`config.mk`:
```
export PLATFORM = sky130hd
export DESIGN_NAME = direction_conditioner
export DESIGN_NICKNAME = d
export VERILOG_FILES = /design/src/rtl/direction_conditioner.sv
export SDC_FILE = /design/constraint.sdc
export NUM_CORES = 1
export LEC_CHECK = 0
export BUFFER_PORTS_ARGS = -buffer_cell sky130_fd_sc_hd__buf_2
export CAP_MARGIN = 20
export CELL_PAD_IN_SITES_DETAIL_PLACEMENT = 0
export CELL_PAD_IN_SITES_GLOBAL_PLACEMENT = 1
export CORE_MARGIN = 1.5
export CORE_UTILIZATION = 53
export DETAILED_ROUTE_END_ITERATION = 8
export GPL_TIMING_DRIVEN = 0
export PLACE_DENSITY = 0.81
export SLEW_MARGIN = 15
export SYNTH_ARGS = -nofsm -noshare
export SYNTH_HDL_FRONTEND = slang
export SYNTH_SLANG_ARGS = --single-unit
```
`constraint.sdc`:
```
create_clock -name clk -period 3.3 [get_ports clk]
set_input_delay 0.66 -clock clk [delete_from_list [all_inputs] [get_ports clk]]
set_output_delay 0.66 -clock clk [all_outputs]
set_load 0.01 [all_outputs]
```
`src/rtl/direction_conditioner.sv`:
```
// Debounces four direction buttons and turns press events into a one-hot heading.
// A lock holds the heading steady between ticks; one request can wait in a pending slot.
module direction_conditioner #(
  parameter int DEBOUNCE_CYCLES = 500000,
  parameter int CNT_W           = 20
) (
  input  logic       clk,
  input  logic       reset,
  input  logic       l,
  input  logic       r,
  input  logic       u,
  input  logic       d,
  input  logic       tick,
  output logic [3:0] direction,
  output logic       dir_change
);

  localparam logic [CNT_W-1:0] CNT_LAST = CNT_W'(DEBOUNCE_CYCLES - 1);

  typedef enum logic {OPEN, LOCKED} state_t;

  logic [3:0]       raw;
  logic [3:0]       sync_p0, sync_p1;
  logic [3:0]       level, level_d;
  logic [CNT_W-1:0] cnt [4];
  logic [3:0]       press, req, cand, pend, pend_next, dir_next;
  logic             req_vld, cand_vld, pend_vld, pend_vld_next, change_next;
  state_t           state, state_next;

  assign raw = {d, u, r, l};

  // Bit order {down, up, right, left}: the opposite heading swaps each pair.
  function automatic logic legal(input logic [3:0] want, input logic [3:0] cur);
    logic [3:0] opp;
    opp = {cur[2], cur[3], cur[0], cur[1]};
    return (want != 4'b0000) && (want != cur) && (want != opp);
  endfunction

  // Stage p0/p1: two-flop synchronizer
  always_ff @(posedge clk or negedge reset) begin
    if (!reset) begin
      sync_p0 <= '0;
      sync_p1 <= '0;
    end else begin
      sync_p0 <= raw;
      sync_p1 <= sync_p0;
    end
  end

  // Debounce: level flips only after DEBOUNCE_CYCLES consecutive differing samples
  always_ff @(posedge clk or negedge reset) begin
    if (!reset) begin
      level   <= '0;
      level_d <= '0;
      for (int i = 0; i < 4; i++) cnt[i] <= '0;
    end else begin
      level_d <= level;
      for (int i = 0; i < 4; i++) begin
        if (sync_p1[i] == level[i]) begin
          cnt[i] <= '0;
        end else if (cnt[i] == CNT_LAST) begin
          level[i] <= ~level[i];
          cnt[i]   <= '0;
        end else begin
          cnt[i] <= cnt[i] + 1'b1;
        end
      end
    end
  end

  assign press   = level & ~level_d;
  assign req_vld = |press;

  always_comb begin
    req = 4'b0000;
    if (press[0])      req = 4'b0001;
    else if (press[1]) req = 4'b0010;
    else if (press[2]) req = 4'b0100;
    else if (press[3]) req = 4'b1000;
  end

  // A request landing with tick overrides whatever was pending.
  assign cand     = req_vld ? req : pend;
  assign cand_vld = req_vld | pend_vld;

  always_ff @(posedge clk or negedge reset) begin
    if (!reset) state <= OPEN;
    else        state <= state_next;
  end

  always_comb begin
    state_next = state;
    case (state)
      OPEN:   if (req_vld && legal(req, direction)) state_next = LOCKED;
      LOCKED: if (tick && !(cand_vld && legal(cand, direction))) state_next = OPEN;
      default: state_next = OPEN;
    endcase
  end

  always_comb begin
    dir_next      = direction;
    change_next   = 1'b0;
    pend_next     = pend;
    pend_vld_next = pend_vld;
    case (state)
      OPEN: begin
        if (req_vld && legal(req, direction)) begin
          dir_next    = req;
          change_next = 1'b1;
        end
      end
      LOCKED: begin
        if (tick) begin
          pend_next     = 4'b0000;
          pend_vld_next = 1'b0;
          if (cand_vld && legal(cand, direction)) begin
            dir_next    = cand;
            change_next = 1'b1;
          end
        end else if (req_vld) begin
          pend_next     = req;
          pend_vld_next = 1'b1;
        end
      end
      default: ;
    endcase
  end

  // Stage p2: registered heading, pulse and pending slot
  always_ff @(posedge clk or negedge reset) begin
    if (!reset) begin
      direction  <= 4'b0000;
      dir_change <= 1'b0;
      pend       <= 4'b0000;
      pend_vld   <= 1'b0;
    end else begin
      direction  <= dir_next;
      dir_change <= change_next;
      pend       <= pend_next;
      pend_vld   <= pend_vld_next;
    end
  end

endmodule

```
After elaboration in Yosys (flattened, before gate mapping)
Index checks and enable logic that the tools add are counted.

Bitwise logic cells: 12. Reductions and logical operators: 18. Add/subtract/negate cells: 4. Mux-type cells: 26. Equal/unequal tests: 15.

Operators with widths (count): $mux 20 (8); $add 20x1->20 const B (4); $eq 20x19->1 const B (4); $mux 4 (9); $ne 4x4->1 (4); $reduce_and 2->1 (5); $not 1->1 (9); $pmux 4 s2 (1); $reduce_bool 4->1 (2); $logic_and 1x1->1 (7); $mux 1 (6); $and 4x4->4 (1); $eq 1x1->1 (4); $ne 2x2->1 const B (2); $not 4->4 (1); $pmux 1 s2 (2); $reduce_or 4->1 (1); $reduce_and 3->1 (1); $ne 2x1->1 const B (1); $reduce_bool 2->1 (1); $logic_not 1->1 (1); $or 1x1->1 (1).

Logic and storage cells: 91. Output and inout bits: 5. Bits in registers: 107. Input port bits: 7.

Logic depth before layout (Yosys ltp)
Gate-level depths: netlist (run 1).

Word-level depth: 15. Gate-level depth with buffers: 9. Depth with buffers taken out: 8.

Least setup slack after synthesis (run 1)
No wires, ideal clock.

Path type: register to register. Start point: reg direction[3]. End point: reg direction[3]. Path slack: 1.180 ns. Arrival time: 1.995 ns. Stages on the path, launching flop included: 9. Data required time: 3.175 ns. Path buffers: 1. Period minus slack after synthesis: 2.120 ns. Setup time: 0.125 ns. Path through: dfrtp_1 > buf_2 > nand2b_1 > a31o_1 > a32oi_1 > o32a_2 > nor3_2 > o41ai_4 > mux2_4.

Longest elaborated chain between the ends: 6. Elaborated cells on any way between the ends: 13. Those cells by class: 6 x eq/ne; 7 x reduce/logical.

Ends and longest elaborated chain: start: declaration (RTL line 14) `output logic [3:0] direction,`; start signal: assignment (RTL line 137) `direction <= dir_next;`; $ne 4x4->1 (RTL line 36) `return (want != 4'b0000) && (want != cur) && (want != opp);`; $logic_and 1x1->1 (2 in a row) (RTL line 36); $logic_and 1x1->1 (on tied branches) (RTL line 107, 116); $ne 2x2->1 (no source line) or $ne 2x1->1 (tied branches); $reduce_and 3->1 (no source line) *.

Every way passes the cells marked *; elsewhere a longest branch is shown, timed or not. A chain may end at the register's enable or synchronous reset.

Final worst setup path (run 1)
Start point: reg level[2]. End point: reg direction[1].

Longest elaborated chain between the ends: 11. Elaborated cells on any way between the ends: 26. Those cells by class: 6 x eq/ne; 8 x mux; 2 x bitwise; 10 x reduce/logical.

Ends and longest elaborated chain: start: declaration (RTL line 24) `logic [3:0] level, level_d;`; start signal: indexed assignment (RTL line 62) `level[i] <= ~level[i];`; $and 4x4->4 * (RTL line 71) `assign press = level & ~level_d;`; $mux 4 (RTL line 78) `else if (press[2]) req = 4'b0100;`; $mux 4 (RTL line 77) `else if (press[1]) req = 4'b0010;`; $mux 4 (RTL line 76) `if (press[0]) req = 4'b0001;`; $mux 4; $ne 4x4->1 or $reduce_bool 4->1 (tied branches) (RTL line 36); $logic_and 1x1->1 (2 in a row) (RTL line 36); $logic_and 1x1->1 (RTL line 116) `if (cand_vld && legal(cand, direction)) begin`; $ne 2x1->1 (no source line); $reduce_and 3->1 (no source line).

Every way passes the cells marked *; elsewhere a longest branch is shown, timed or not. The select of a mux whose other input is x is not followed.

==> key figures, run 1 <==
Global routing
  – Total gr overflow: 0
  – All-Layer GR Usage: about a fifth
  – Largest net degree at the start of global routing: between 70 and 80
  – Initial antenna violation count: 0
  – Global-route wire length before repair: 16.1 mm
  – Vias in the first global route: roughly 3500

CTS
  – Setup Fix Bufs, Post-CTS: 0
  – TritonCTS buffer count: 9
  – CTS tree: done
  – Clock-pin slew on the worst setup and hold paths: about 0.1 ns
  – Clock root cell: clkbuf_8
  – Post_cts resized: 0
  – Clock buffer depth: 2
  – CTS Hold Bufs: 0
  – Worst skew pair latency: about 0.38 ns
  – CTS H-Tree Depth: 3
  – Clock Sink Count: between 100 and 150

Critical path
  – R2r setup slk: between 0.8 and 0.9 ns
  – Reg2reg start: level[2]
  – Crit. End Element: flop
  – CP Max Fanout: 9
  – Crit path arrival time: ~2.7 ns
  – Critical Path RT: 3.51 ns
  – Crit path launch: level[2]
  – R2R cell count: 8
  – Crit start category: flop
  – WS Path Type: reg2reg
  – Capturing point of the worst reg2reg path: direction[1]

Place
  – Gpl congestion: about 0.83
  – Hpwl dp: between 6 and 7 mm
  – Area after DPL: about 5500 um^2
  – I/O Buffers: 11

Power
  – Leak: about 2.5 nW
  – Pint: 0.00167 W
  – Switching share of power: 23.2%
  – Sequential Power Share: 61.6%
  – Combinational power share: 3.6%
  – Pwr Density: roughly 380 nW/um^2
  – Clock power share: a little over a third
  – NetSw: roughly 0.0005 W
  – VDD IR-drop max: roughly 0.28 mV

Final layout
  – P&R area growth vs syn: 8.45%
  – Inserted Diodes: 0
  – Layout cells sized above 1: a little under an eighth
  – Design Area, Final: roughly 5700 um^2
  – # nets final: 557

Logic synthesis
  – Xor/xnor cell area share of the yosys netlist: between 10% and 20%
  – Area share of fa/ha/maj cells after synthesis: 0.958%
  – Mux cell area share after synthesis: under 10%
  – Yosys warnings: 0
  – Cell accounting for the most synthesized area: dfrtp_1
  – Commonest cells in the synthesized netlist: 107 x dfrtp_1, 96 x nor2_1, 40 x xor2_1
  – Register bit total from synthesis: about 110
  – Ys async rst share: between 90% and 100%
  – Most frequent cell after synthesis: dfrtp_1
  – Avg Inst Size Synth: 9.99 um^2
  – Main combinational cell family by area after synthesis: simple AND/OR/NAND/NOR gates
  – Number of flops mapped to enable cells by yosys: 0
  – Post-Syn Instances: approximately 520
  – Synthesized Nets: roughly 530
  – Unique cell type count in the Yosys netlist: 61
  – Post-synthesis simple-gate area fraction: 24.2%
  – Yosys top cell area share: between 50% and 60%
  – Post-synthesis cell area: around 5200 um^2
  – Top post-synthesis cells by area: dfrtp_1 51%, nor2_1 6.9%, xor2_1 6.7%
  – Post-synthesis sequential area ratio: 51.2%
  – Complex-gate fraction of the synthesized area: 6.58%
  – Synth Flop Type: dfrtp_1

STA
  – Final slew viol count: 0
  – Minimum clock period: 2.44 ns
  – Tightest Pin Transition: 0.775 ns
  – RSZ-0062 raised after global routing: false
  – Endpoints failing hold: 0
  – Part of the cycle the worst path needs: roughly three quarters
  – Max Clock Freq: roughly 0.41 GHz
  – Endpoints failing setup: 0
  – Layout Skew: 0.0138 ns
  – Slew HR: 47.6%
  – Setup_tns: 0 ns

Detailed routing
  – Detail Route Antenna Nets: 0
  – Final wirelength: 9.11 mm
  – Pre-antenna DRT Iters: 4
  – Vias per cell: between 5 and 6
  – Drt wl/cell: around 13 um
  – Starting DRC count in detailed routing: approximately 160
  – DRC: 0
  – Via Count: 3623

Job
  – Max Cap Violations: 0

Floorplan
  – Die X: 102 um
  – Die Area: between 10000 and 15000 um^2
  – Placeable Area: between 9000 and 10000 um^2
  – Die Height: 102 um
  – Ports: 12
  – Cell Rows: 36
  – Starting Density: roughly 54%

Status
  – Status: finished, final reports clean

Min path
  – HP Class: in2async
-- power groups by stage --
stage | registers, W | clock network (W) | logic, W
after CTS | 0.00134 | 0.000790 | 0.0000821
after floorplan | 0.00136 | 0 | 0.0000366
after detailed placement | 0.00137 | 0 | 0.0000817
after global routing | 0.00134 | 0.000845 | 0.0000925
final | 0.00134 | 0.000757 | 0.0000776
after global placement | 0.00137 | 0 | 0.0000750
-- worst max path at each step --
stage	to	slack, ns	depth (start not counted)
after floorplan	direction[3]	1.18	8
after global placement	cnt[76]	0.39	1
after detailed placement	cnt[53]	0.83	9
after CTS	cnt[53]	0.81	9
after global routing	cnt[56]	0.52	9
final	direction[1]	0.86	8
-- registers in the layout, summed over array words and instances (netlist names) --
name        cells
level_d         4
pend            4
direction       4
level           4
state           1
cnt            80
pend_vld        1
sync_p1         4
sync_p0         4
dir_change      1
-- placed cells by master, fill, tap and decap left out, drive strengths merged, types with 12 or more instances in the layout --
master,instances
buf,23
nand4,13
nand3,31
xnor2,35
a21oi,12
xor2,40
inv,14
nand2,37
clkbuf,18
dfrtp,107
nor2,97
nor3,12
-- layer usage --
layer / vias up / track usage (%) / part of all wire, %
li1: 1822 / - / -
met1: 1747 / 26.5 / 49
met2: 43 / 31.1 / 46
met3: 11 / 4.99 / 3.2
met4: 0 / 6.11 / 1.2
met5: - / 0 / 0
-- area by class of cell --
class / instances / area [um^2]
clock inverter: 5 / 35.0
timing repair buffer: 12 / 88.8
multi-input combinational: 386 / 2400
inverter: 12 / 45.0
fill: 831 / 4020
sequential: 107 / 2680
clock buffer: 11 / 151
tap: 133 / 166
buffer: 18 / 101
-- critical path: stages, from the launching register on --
cell       delay [ns]
dfrtp_1          0.47
nand2b_1         0.11
buf_4            0.17
nand2_2          0.09
o21a_1           0.20
xnor2_1          0.24
a2111oi_4        0.11
o41ai_1          0.75
a2bb2oi_1        0.15
-- cells by family after synthesis --
kind of cell | after synthesis
muxes | 7
adders and majority gates | 4
xor gates and xnor gates | 75
and+or+nand+nor | 254
AOI/OAI and AO/OA | 46
buffers and inverters | 30
DFF | 107
-- metrics by stage --
stage	hold slack [ns]	total power, W	setup WS [ns]	instances	utilization, %
4_1_cts	0.172	0.00221	0.805	684	58.5
2_1_floorplan	0.331	0.00140	1.18	523	-
6_report	0.176	0.00218	0.863	684	58.5
5_1_grt	0.172	0.00228	0.515	684	58.5
3_5_place_dp	0.339	0.00145	0.827	668	56.6
3_3_place_gp	0.333	0.00144	0.385	667	56.3
Power figures use the tool's default switching activity.
==> inputs of run 2 (changes only) <==
--- a/config.mk
+++ b/config.mk
@@ -10,10 +10,10 @@
 export CELL_PAD_IN_SITES_DETAIL_PLACEMENT = 0
 export CELL_PAD_IN_SITES_GLOBAL_PLACEMENT = 1
 export CORE_MARGIN = 1.5
-export CORE_UTILIZATION = 53
+export CORE_UTILIZATION = 45
 export DETAILED_ROUTE_END_ITERATION = 8
 export GPL_TIMING_DRIVEN = 0
-export PLACE_DENSITY = 0.81
+export PLACE_DENSITY = 0.73
 export SLEW_MARGIN = 15
 export SYNTH_ARGS = -nofsm -noshare
 export SYNTH_HDL_FRONTEND = slang
==> constraint.sdc (replaced) <==
create_clock -name clk -period 2.1 [get_ports clk]
set_input_delay 0.42 -clock clk [delete_from_list [all_inputs] [get_ports clk]]
set_output_delay 0.42 -clock clk [all_outputs]
set_load 0.01 [all_outputs]
==> run 2 against run 1 <==
Against the previous run:
- critical endpoint unchanged
- maximum frequency is 13% higher
- the flow now finishes with violations (negative setup slack)
- clock skew is 0.0068 ns lower
- clock power is 110% higher
- design area is 9.2% higher
==> key figures, run 2 (same netlist as run 1, synthesis figures left out) <==
Global routing
  – Vias in the first global route: 3719 (was 3514)
  – Global-route wire length before repair: 16.9 mm (was 16.1 mm)
  – All-Layer GR Usage: 16.9% (was 19.6%)
  – Total gr overflow: 0 (unchanged)
  – Largest net degree at the start of global routing: 73 (was 71)
  – Initial antenna violation count: 0 (unchanged)

STA
  – Part of the cycle the worst path needs: 103% (was 73.8%)
  – Worst setup margin: -0.0614 ns (was 0.863 ns)
  – RSZ-0062 raised after global routing: true (was false)
  – Endpoints failing setup: 5 (was 0)
  – Layout Skew: 0.00697 ns (was 0.0138 ns)
  – Max Clock Freq: 0.463 GHz (was 0.410 GHz)
  – Endpoints failing hold: 0 (unchanged)
  – Final slew viol count: 0 (unchanged)
  – Minimum clock period: 2.16 ns (was 2.44 ns)
  – Min Hold Slack: 0.178 ns (was 0.176 ns)
  – Setup_tns: -0.228 ns (was 0 ns)
  – Tightest Pin Transition: 0.499 ns (was 0.775 ns)
  – Slew HR: 66.7% (was 47.6%)

Critical path
  – Crit. End Element: flop (unchanged)
  – Worst-path cell chain: nor2b_4 > buf_4 > o21ai_4 > nand2_4 > o21ai_4 > a2111oi_4 > buf_4 > o41ai_4 > a2bb2oi_1 (was nand2b_1 > buf_4 > nand2_2 > o21a_1 > xnor2_1 > a2111oi_4 > o41ai_1 > a2bb2oi_1)
  – Critical Path RT: 2.30 ns (was 3.51 ns)
  – Worst path top cell family by delay: compound AO/OA/AOI/OAI gates (unchanged)
  – CP endpoint: direction[1] (unchanged)
  – Crit path arrival time: 2.36 ns (was 2.65 ns)
  – R2r setup slk: -0.06 ns (was 0.86 ns)
  – Crit path launch: level[3] (was level[2])
  – Capturing point of the worst reg2reg path: direction[1] (unchanged)
  – Buffers & Inverters on Critical Path: 2 (was 1)
  – CP Max Fanout: 5 (was 9)
  – Critical Path Max Stage Delay: 0.50 ns (was 0.75 ns)
  – Reg2reg start: level[3] (was level[2])
  – WS Path Type: reg2reg (unchanged)
  – R2R cell count: 9 (was 8)
  – Crit start category: flop (unchanged)
  – Crit. path cell count: 9 (was 8)
  – Slowest CP cell: o41ai_4 (was o41ai_1)

Power
  – Pwr Density: 618 nW/um^2 (was 384 nW/um^2)
  – Leak: 2.69 nW (was 2.46 nW)
  – Design Power: 0.00382 W (was 0.00218 W)
  – VDD IR-drop max: 0.439 mV (was 0.279 mV)

Final layout
  – Layout cells sized above 1: 20.7% (was 11.4%)
  – Inserted Diodes: 0 (unchanged)
  – Commonest cells after routing, fill and taps aside: 104 x dfrtp_1, 93 x nor2_1, 40 x xor2_1, 34 x nand2_1, 33 x xnor2_1 (was 107 x dfrtp_1, 96 x nor2_1, 40 x xor2_1, 36 x nand2_1, 34 x xnor2_1)
  – Final Util: 54.4% (was 58.5%)
  – Largest register FFs: 80 (unchanged)
  – # nets final: 584 (was 557)
  – Most common cell after layout, fill and taps aside: dfrtp_1 (unchanged)
  – P&R area growth vs syn: 18.4% (was 8.45%)
  – Biggest register: cnt (unchanged)

Detailed routing
  – Detail Route Antenna Nets: 0 (unchanged)
  – Final wirelength: 10.0 mm (was 9.11 mm)
  – Pre-antenna DRT Iters: 4 (unchanged)
  – Drt wl/cell: 13.9 um (was 13.3 um)
  – Via Count: 3770 (was 3623)
  – Vias per cell: 5.24 (was 5.30)
  – Starting DRC count in detailed routing: 181 (was 157)
  – DRC: 0 (unchanged)

Job
  – Max Cap Violations: 0 (unchanged)

Place
  – Pre-CTS setup slack: -0.432 ns (was 0.827 ns)
  – I/O Buffers: 11 (unchanged)
  – Hpwl dp: 6.56 mm (was 6.39 mm)
  – Gpl congestion: 0.810 (was 0.834)

CTS
  – Worst skew pair latency: 0.34 ns (was 0.38 ns)
  – TritonCTS buffer count: 9 (unchanged)
  – Clock root cell: clkbuf_16 (was clkbuf_8)
  – CTS tree: done (unchanged)
  – Clock Sink Count: 107 (unchanged)
  – Clock-pin slew on the worst setup and hold paths: 0.07 ns (was 0.10 ns)
  – CTS H-Tree Depth: 3 (unchanged)
  – Clock buffer depth: 2 (unchanged)

Floorplan
  – Starting Density: 46.0% (was 54.0%)
  – Die Area: 12300 um^2 (was 10500 um^2)
  – Die Height: 111 um (was 102 um)
  – Cell Rows: 39 (was 36)
  – Die X: 111 um (was 102 um)
  – Placeable Area: 11400 um^2 (was 9680 um^2)
  – Ports: 12 (unchanged)

Status
  – Failing checks: negative setup slack
  – Status: finished with violations (was finished, final reports clean)

Min path
  – HP Class: in2reg (was in2async)
==> run 2: changes by cell type in the layout (fill, tap and decap cells not counted), sizes merged <==
cell / delta
inv: -1
clkinvlp: +1
buf: +27
clkinv: -2
dlygate4sd3: +1
clkbuf: -1
==> run 2: area by class of cell <==
cell class / instances / area (um^2)
Inverter: 12 / 45.0
Sequential cell: 107 / 2680
Clock inverter: 3 / 23.8
Buffer: 14 / 96.3
Tap cell: 143 / 179
Multi-Input combinational cell: 386 / 2590
Clock buffer: 11 / 253
Timing Repair Buffer: 43 / 324
Fill cell: 1026 / 5180
==> run 2: worst min-delay path by stage <==
stage | from | end | slack, ns | cells past startpoint
after floorplan | reset | cnt[0] | 0.12 | 0
final | d | sync_p0[3] | 0.18 | 1
after global placement | sync_p0[2] | sync_p1[2] | 0.34 | 0
after CTS | d | sync_p0[3] | 0.16 | 1
after detailed placement | reset | direction[2] | 0.34 | 1
after global routing | u | sync_p0[2] | 0.16 | 1
==> run 2: what timing repair did <==
action	in CTS	in global routing
cloned	0	0
endpoints found under the setup margin	55	56
gates resized for setup	22	28
hold buffers	1	0
pin swaps	6	15
hold endpoints to repair	35	0
setup buffers	7	25
==> run 2: per-layer routing <==
layer | global-route usage (%) | up-vias | part of all wire, %
met2 | 28.1 | 54 | 49
li1 | - | 1875 | -
met1 | 21.5 | 1829 | 47
met4 | 6.32 | 0 | 1.5
met3 | 3.99 | 12 | 3.4
met5 | 0 | - | 0
==> run 2: report_power, final <==
group          leakage, nW  switching [W]  internal (W)
registers             1.43      0.0000219       0.00209
logic                 1.13      0.0000868     0.0000502
clock network        0.130       0.000716      0.000860
total                 2.69       0.000825       0.00300
==> run 2: metrics by stage <==
step           instance area (um^2)  instances
2_1_floorplan                  5230        523
4_1_cts                        5900        696
3_5_place_dp                   5490        678
6_report                       6190        719
5_1_grt                        6190        719
3_3_place_gp                   5460        677
